===== src/rtl/riscv_multicycle_ctrl_pkg.sv =====
// Shared types and constants for the multi-cycle RISC-V main controller.
// Imported by the controller and its memory-port interface users.
package riscv_ctrl_pkg;

    typedef enum logic [2:0] {
        FETCH,
        DECODE,
        EXEC,
        MEM,
        WB
    } state_e;

    localparam logic [6:0] OP_R   = 7'b0110011;
    localparam logic [6:0] OP_I   = 7'b0010011;
    localparam logic [6:0] OP_LD  = 7'b0000011;
    localparam logic [6:0] OP_SD  = 7'b0100011;
    localparam logic [6:0] OP_BEQ = 7'b1100011;

    localparam logic [1:0] ALUOP_ADD   = 2'b00;
    localparam logic [1:0] ALUOP_SUB   = 2'b01;
    localparam logic [1:0] ALUOP_FUNCT = 2'b10;

    function automatic logic is_legal_op(input logic [6:0] op);
        logic legal;
        case (op)
            OP_R, OP_I, OP_LD, OP_SD, OP_BEQ: legal = 1'b1;
            default:                          legal = 1'b0;
        endcase
        return legal;
    endfunction

endpackage


===== src/rtl/riscv_multicycle_ctrl_if.sv =====
// Shared memory port between the controller (master) and the memory (slave):
// request/ready handshake plus write and address-select qualifiers.
interface riscv_multicycle_ctrl_if;

    logic mem_req;
    logic mem_we;
    logic mem_iord;
    logic mem_ready;

    modport master (
        output mem_req,
        output mem_we,
        output mem_iord,
        input  mem_ready
    );

    modport slave (
        input  mem_req,
        input  mem_we,
        input  mem_iord,
        output mem_ready
    );

endinterface


===== src/rtl/riscv_multicycle_ctrl.sv =====
// Multi-cycle main control FSM: fetch/decode/execute/memory/writeback over one memory port,
// with a memory-wait timeout. Optional retired-instruction counter: RISCV_CTRL_INSTRET_EN.
module riscv_multicycle_ctrl
    import riscv_ctrl_pkg::*;
#(
    parameter int unsigned MEM_TIMEOUT = 16,
    parameter int unsigned CNT_W       = 32
) (
    input  logic                      clk,
    input  logic                      reset,
    input  logic [6:0]                opcode,
    input  logic                      zero,
    riscv_multicycle_ctrl_if.master   bus,
    output logic                      IRWrite,
    output logic                      PCWrite,
    output logic                      PCSrc,
    output logic                      RegWrite,
    output logic                      MemtoReg,
    output logic                      ALUSrc,
    output logic                      MemRead,
    output logic                      MemWrite,
    output logic [1:0]                ALUOp,
    output logic                      illegal_instr,
    output logic                      err_timeout,
    output logic [CNT_W-1:0]          instret
);

    localparam int TW = (MEM_TIMEOUT > 1) ? $clog2(MEM_TIMEOUT) : 1;

    state_e        state_q, state_d;
    logic [TW-1:0] tmo_q, tmo_d;
    // Set while reset is sampled and for one cycle after, so the port stays quiet.
    logic          idle_q, idle_d;
    logic          wait_expired;

    assign wait_expired = (MEM_TIMEOUT != 0) && (32'(tmo_q) == MEM_TIMEOUT - 1);

    always_comb begin
        state_d          = state_q;
        tmo_d            = '0;
        idle_d           = 1'b0;
        bus.mem_req      = 1'b0;
        bus.mem_we       = 1'b0;
        bus.mem_iord     = 1'b0;
        IRWrite          = 1'b0;
        PCWrite          = 1'b0;
        PCSrc            = 1'b0;
        RegWrite         = 1'b0;
        MemtoReg         = 1'b0;
        ALUSrc           = 1'b0;
        MemRead          = 1'b0;
        MemWrite         = 1'b0;
        ALUOp            = ALUOP_ADD;
        illegal_instr    = 1'b0;
        err_timeout      = 1'b0;

        unique case (state_q)
            FETCH: begin
                if (!idle_q) begin
                    bus.mem_req = 1'b1;
                    if (bus.mem_ready) begin
                        IRWrite = 1'b1;
                        PCWrite = 1'b1;
                        state_d = DECODE;
                    end else if (wait_expired) begin
                        err_timeout = 1'b1;
                    end else begin
                        tmo_d = tmo_q + TW'(1);
                    end
                end
            end
            DECODE: begin
                if (is_legal_op(opcode)) begin
                    state_d = EXEC;
                end else begin
                    illegal_instr = 1'b1;
                    state_d       = FETCH;
                end
            end
            EXEC: begin
                case (opcode)
                    OP_R: begin
                        ALUOp   = ALUOP_FUNCT;
                        state_d = WB;
                    end
                    OP_I: begin
                        ALUOp   = ALUOP_FUNCT;
                        ALUSrc  = 1'b1;
                        state_d = WB;
                    end
                    OP_LD, OP_SD: begin
                        ALUSrc  = 1'b1;
                        state_d = MEM;
                    end
                    OP_BEQ: begin
                        ALUOp   = ALUOP_SUB;
                        PCWrite = zero;
                        PCSrc   = 1'b1;
                        state_d = FETCH;
                    end
                    default: state_d = FETCH;
                endcase
            end
            MEM: begin
                bus.mem_req  = 1'b1;
                bus.mem_iord = 1'b1;
                ALUSrc       = 1'b1;
                if (opcode == OP_SD) begin
                    bus.mem_we = 1'b1;
                    MemWrite   = 1'b1;
                end else begin
                    MemRead = 1'b1;
                end
                if (bus.mem_ready) begin
                    state_d = (opcode == OP_SD) ? FETCH : WB;
                end else if (wait_expired) begin
                    err_timeout = 1'b1;
                    state_d     = FETCH;
                end else begin
                    tmo_d = tmo_q + TW'(1);
                end
            end
            WB: begin
                RegWrite = 1'b1;
                MemtoReg = (opcode == OP_LD);
                ALUOp    = (opcode == OP_LD) ? ALUOP_ADD : ALUOP_FUNCT;
                ALUSrc   = (opcode != OP_R);
                state_d  = FETCH;
            end
            default: state_d = FETCH;
        endcase
    end

    always_ff @(posedge clk) begin
        if (reset) begin
            state_q <= FETCH;
            tmo_q   <= '0;
            idle_q  <= 1'b1;
        end else begin
            state_q <= state_d;
            tmo_q   <= tmo_d;
            idle_q  <= idle_d;
        end
    end

`ifdef RISCV_CTRL_INSTRET_EN
    logic [CNT_W-1:0] instret_q, instret_d;
    logic             retire;

    always_comb begin
        retire = (state_q == WB)
               || ((state_q == EXEC) && (opcode == OP_BEQ))
               || ((state_q == MEM) && (opcode == OP_SD) && bus.mem_ready);
        instret_d = retire ? instret_q + CNT_W'(1) : instret_q;
    end

    always_ff @(posedge clk) begin
        if (reset) begin
            instret_q <= '0;
        end else begin
            instret_q <= instret_d;
        end
    end

    assign instret = instret_q;
`else
    assign instret = '0;
`endif

endmodule


===== src/flat_wrapper.sv =====
// flat-port wrapper written by rule: the top's interface ports become plain ports
module riscv_multicycle_ctrl_flat import riscv_ctrl_pkg::*;
#(
    parameter int unsigned MEM_TIMEOUT = 16,
    parameter int unsigned CNT_W       = 32
)
  (clk, reset, opcode, zero, IRWrite, PCWrite, PCSrc, RegWrite, MemtoReg, ALUSrc, MemRead, MemWrite, ALUOp, illegal_instr, err_timeout, instret, bus_mem_req, bus_mem_we, bus_mem_iord, bus_mem_ready);
  riscv_multicycle_ctrl_if bus_i ();
  input  logic clk;
  input  logic reset;
  input  logic [6:0] opcode;
  input  logic zero;
  output logic IRWrite;
  output logic PCWrite;
  output logic PCSrc;
  output logic RegWrite;
  output logic MemtoReg;
  output logic ALUSrc;
  output logic MemRead;
  output logic MemWrite;
  output logic [1:0] ALUOp;
  output logic illegal_instr;
  output logic err_timeout;
  output logic [CNT_W-1:0] instret;
  output wire logic [$bits(bus_i.mem_req)-1:0] bus_mem_req;
  output wire logic [$bits(bus_i.mem_we)-1:0] bus_mem_we;
  output wire logic [$bits(bus_i.mem_iord)-1:0] bus_mem_iord;
  input wire logic [$bits(bus_i.mem_ready)-1:0] bus_mem_ready;
  assign bus_mem_req = bus_i.mem_req;
  assign bus_mem_we = bus_i.mem_we;
  assign bus_mem_iord = bus_i.mem_iord;
  assign bus_i.mem_ready = bus_mem_ready;
  riscv_multicycle_ctrl #(.MEM_TIMEOUT(MEM_TIMEOUT), .CNT_W(CNT_W)) u_core (.clk(clk), .reset(reset), .opcode(opcode), .zero(zero), .bus(bus_i), .IRWrite(IRWrite), .PCWrite(PCWrite), .PCSrc(PCSrc), .RegWrite(RegWrite), .MemtoReg(MemtoReg), .ALUSrc(ALUSrc), .MemRead(MemRead), .MemWrite(MemWrite), .ALUOp(ALUOp), .illegal_instr(illegal_instr), .err_timeout(err_timeout), .instret(instret));
endmodule

===== config.mk =====
export PLATFORM = sky130hd
export DESIGN_NAME = riscv_multicycle_ctrl_flat
export DESIGN_NICKNAME = d
export VERILOG_FILES = /design/src/rtl/riscv_multicycle_ctrl_pkg.sv /design/src/rtl/riscv_multicycle_ctrl_if.sv /design/src/rtl/riscv_multicycle_ctrl.sv /design/src/flat_wrapper.sv
export SDC_FILE = /design/constraint.sdc
export NUM_CORES = 1
export LEC_CHECK = 0
export CAP_MARGIN = 5
export CELL_PAD_IN_SITES_DETAIL_PLACEMENT = 1
export CELL_PAD_IN_SITES_GLOBAL_PLACEMENT = 1
export CORE_ASPECT_RATIO = 0.9
export CORE_UTILIZATION = 22
export DETAILED_ROUTE_END_ITERATION = 8
export PLACE_DENSITY = 0.82
export REMOVE_ABC_BUFFERS = 1
export SKIP_LAST_GASP = 1
export SYNTH_ARGS = -nofsm -noshare
export SYNTH_HDL_FRONTEND = slang
export SYNTH_SLANG_ARGS = --single-unit

===== constraint.sdc =====
create_clock -name clk -period 2.3 [get_ports clk]
set_input_delay 0.69 -clock clk [delete_from_list [all_inputs] [get_ports clk]]
set_output_delay 0.69 -clock clk [all_outputs]
set_load 0.02 [all_outputs]

==> reports/metrics.cfg <==
[die]
die_h_um = 58.9
start_util_pct = 23.2
core_area_mm2 = 0.00340
dieArea_mm2 = 0.00384
std_cell_rows = 20
die_x_um = 65.2
ios = 58

[yosys]
ys_seq_area_share_pct = 20.3
muxShareOfSynthArea_pct = 0
netlist_area_um2 = 791
syn-mean-instance-area_um2 = 7.91
synth-xor-area-share_pct = 1.11
synth.area.top_cells = buf_4 31%, dfxtp_1 20%, a21oi_1 3.2%
synth_seq_cells = 8
synth-adder-area-share_pct = 1.58
synth_warnings = 0
synth-compound-area-share_pct = 15.7
yosysTopAreaCell = buf_4
synthCells = 100
yosys.area_share.simple_pct = 25.3
synth_top_area_share_pct = 31.3
synth.distinct_cells = 33
synth_top_family_by_area = buffers and inverters

[worst_setup_path]
rr_endpoint = u_core.state_q[2]
crit_path_start_kind = primary input
worst-setup-path-type = primary input to output port
worstPathRequired_ps = 1610
r2r_start = u_core.state_q[0]
r2r_slack_ps = 170
worstPathMaxFanout = 5
worstPathArrival_ps = 1650
endpoint_kind = output port
reg2reg_depth = 12
startpoint = opcode[2]
endpoint = illegal_instr

[route]
wl_mm = 2.61
drc = 0
ant_nets = 0
avgViaCountPerCell = 4.23
drt-pass1-iter-count = 4
via_count = 842
wl_per_cell_um = 13.1
drtIter0Drc = 5

[flow_run]
maxCapViolations = 0

[timing]
fin_crit_ps = 2340
fmax_mhz = 427
finalWorstSetupSlack_ps = -41.7
finalSetupViolCount = 4
hold_slack_ps = 494
fin_crit_sh_pct = 102
skew_ps = 1.51
hold_viol = 0
timing_max_transition_violations_final = 0
rsz0062_at_grt = yes

[placement]
io_buffers = 25
dp_hpwl_mm = 1.85
routabilityCongestion = 0.830

[global_route]
grt_pass1_vias = 822
track_usage_pct = 13.4
antenna_found_initial = 0
grt_start_max_net_pins = 8
grt_pass1_wl_mm = 3.98
grt-ovfl-total = 0

[power_and_ir_drop]
p_switching_uw = 153
powerDensity_mw_per_mm2 = 356
ir_drop_mv = 0.253
p_int_uw = 308
clock_power_share_pct = 36.6
p_leak_nw = 0.630
p_sw_share_pct = 33.3
comb_power_share_pct = 31.9
pwr-share-seq_pct = 31.5

[worst_hold_path]
min_from = u_core.tmo_q[0]
holdCritPathClass = flip-flop to flip-flop

[clock_tree]
clockBufferDepth = 2
clk_pin_slew_ps = 40
clk_latency_ps = 230
cts_sinks = 8
cts_tree = yes
cts_buffers = 3
ctsHoldBuffers = 0
h-tree-depth = 1
root_buffer = clkbuf_8

[status]
violations = setup timing
status = finished with violations

[layout]
area_delta_synth_final_pct = 63.9
fin_util_pct = 38.1
fin_nets = 169
drive_above_1_share_pct = 45.8
diodes = 0

Yosys cell counts, drive strengths merged:
cell / instances
buf: 34
dfxtp: 8
a21oi: 6
inv: 5
nand2: 4
nor2: 4
nand2b: 3
nand3: 3
nor3b: 3
nor4: 3
a31oi: 2
nand3b: 2
nor4b: 2
o21ai: 2
o31ai: 2
or3: 2
a2111o: 1
a211o: 1
a21o: 1
a311oi: 1
and3b: 1
and4bb: 1
clkbuf: 1
conb: 1
ha: 1
nand4b: 1
nand4bb: 1
o21a: 1
o311ai: 1
or3b: 1
xnor2: 1
stage by stage:
stage          cells  power [mW]  instance area [um2]  setup TNS, ps  setup slack [ps]
2_1_floorplan     96       0.221                  644          -2690              -707
3_3_place_gp     187       0.278                 1110          -8960              -883
3_5_place_dp     187       0.281                 1110          -9310              -965
4_1_cts          198       0.462                 1270           -219             -71.5
5_1_grt          199       0.483                 1300           -451              -117
6_report         199       0.461                 1300           -127             -41.7
what timing repair did:
item | 4_1_cts | 5_1_grt
gates resized for setup | 107 | 12
setup endpoints to repair | 15 | 12
setup buffers | 8 | 1
pin swaps | 10 | 10
area by class of cell:
class	instances	area, um2
timing repair buffer	56	432
sequential	8	160
fill	428	2110
multi-input combinational	83	589
inverter	5	18.8
tap	44	55.1
clock buffer	3	41.3
layout by cell type, fill, tap and decap left out, types with 3 or more instances in the layout:
master,instances
conb_1,32
buf_4,32
buf_6,8
dfxtp_1,8
buf_2,7
a21oi_1,5
nor2_1,4
inv_1,4
clkbuf_2,4
nand3_1,3
nand2_1,3
clkbuf_8,3
dlygate4sd2_1,3
power by group through the flow:
stage / clock (mW) / sequential [mW] / combinational [mW]
3_5_place_dp: 0 / 0.147 / 0.134
6_report: 0.169 / 0.145 / 0.147
2_1_floorplan: 0 / 0.148 / 0.0726
3_3_place_gp: 0 / 0.147 / 0.131
4_1_cts: 0.173 / 0.145 / 0.143
5_1_grt: 0.181 / 0.146 / 0.157
worst min-delay path by stage:
| stage | cells past startpoint | slack, ps | to |
|---|---|---|---|
| 6_report | 1 | 490 | u_core.tmo_q[0] |
| 5_1_grt | 1 | 520 | u_core.tmo_q[0] |
| 4_1_cts | 1 | 480 | u_core.tmo_q[0] |
| 3_5_place_dp | 1 | 460 | u_core.tmo_q[0] |
| 3_3_place_gp | 1 | 440 | u_core.tmo_q[0] |
| 2_1_floorplan | 1 | 430 | u_core.tmo_q[0] |
metal layers:
| metal | track usage, % | share of wire [%] | up-vias |
|---|---|---|---|
| met1 | 15.0 | 39 | 412 |
| li1 | - | - | 401 |
| met3 | 1.16 | 2.3 | 4 |
| met4 | 5.28 | 1.9 | 0 |
| met5 | 0 | 0 | - |
| met2 | 26.1 | 57 | 25 |
critical path: stages:
cell,delay [ps]
buf_6,90
nand4bb_4,230
buf_6,160
buf_4,130
a21oi_1,130
nor2_1,70
buf_2,160
state kept, by name, summed over array words and instances, names as in the netlist:
register and flops:
u_core.tmo_q 4, u_core.state_q 3, u_core.idle_q 1
logic make-up (layout without fill, tap and decap cells):
group,Yosys count,in the layout
AOI/OAI and AO/OA,18,18
xor gates and xnor gates,1,1
adders and majority gates,1,1
buffers and inverters,40,64
DFF,8,8
other,1,32
and+or+nand+nor,31,31
Power figures use the tool's default switching activity.
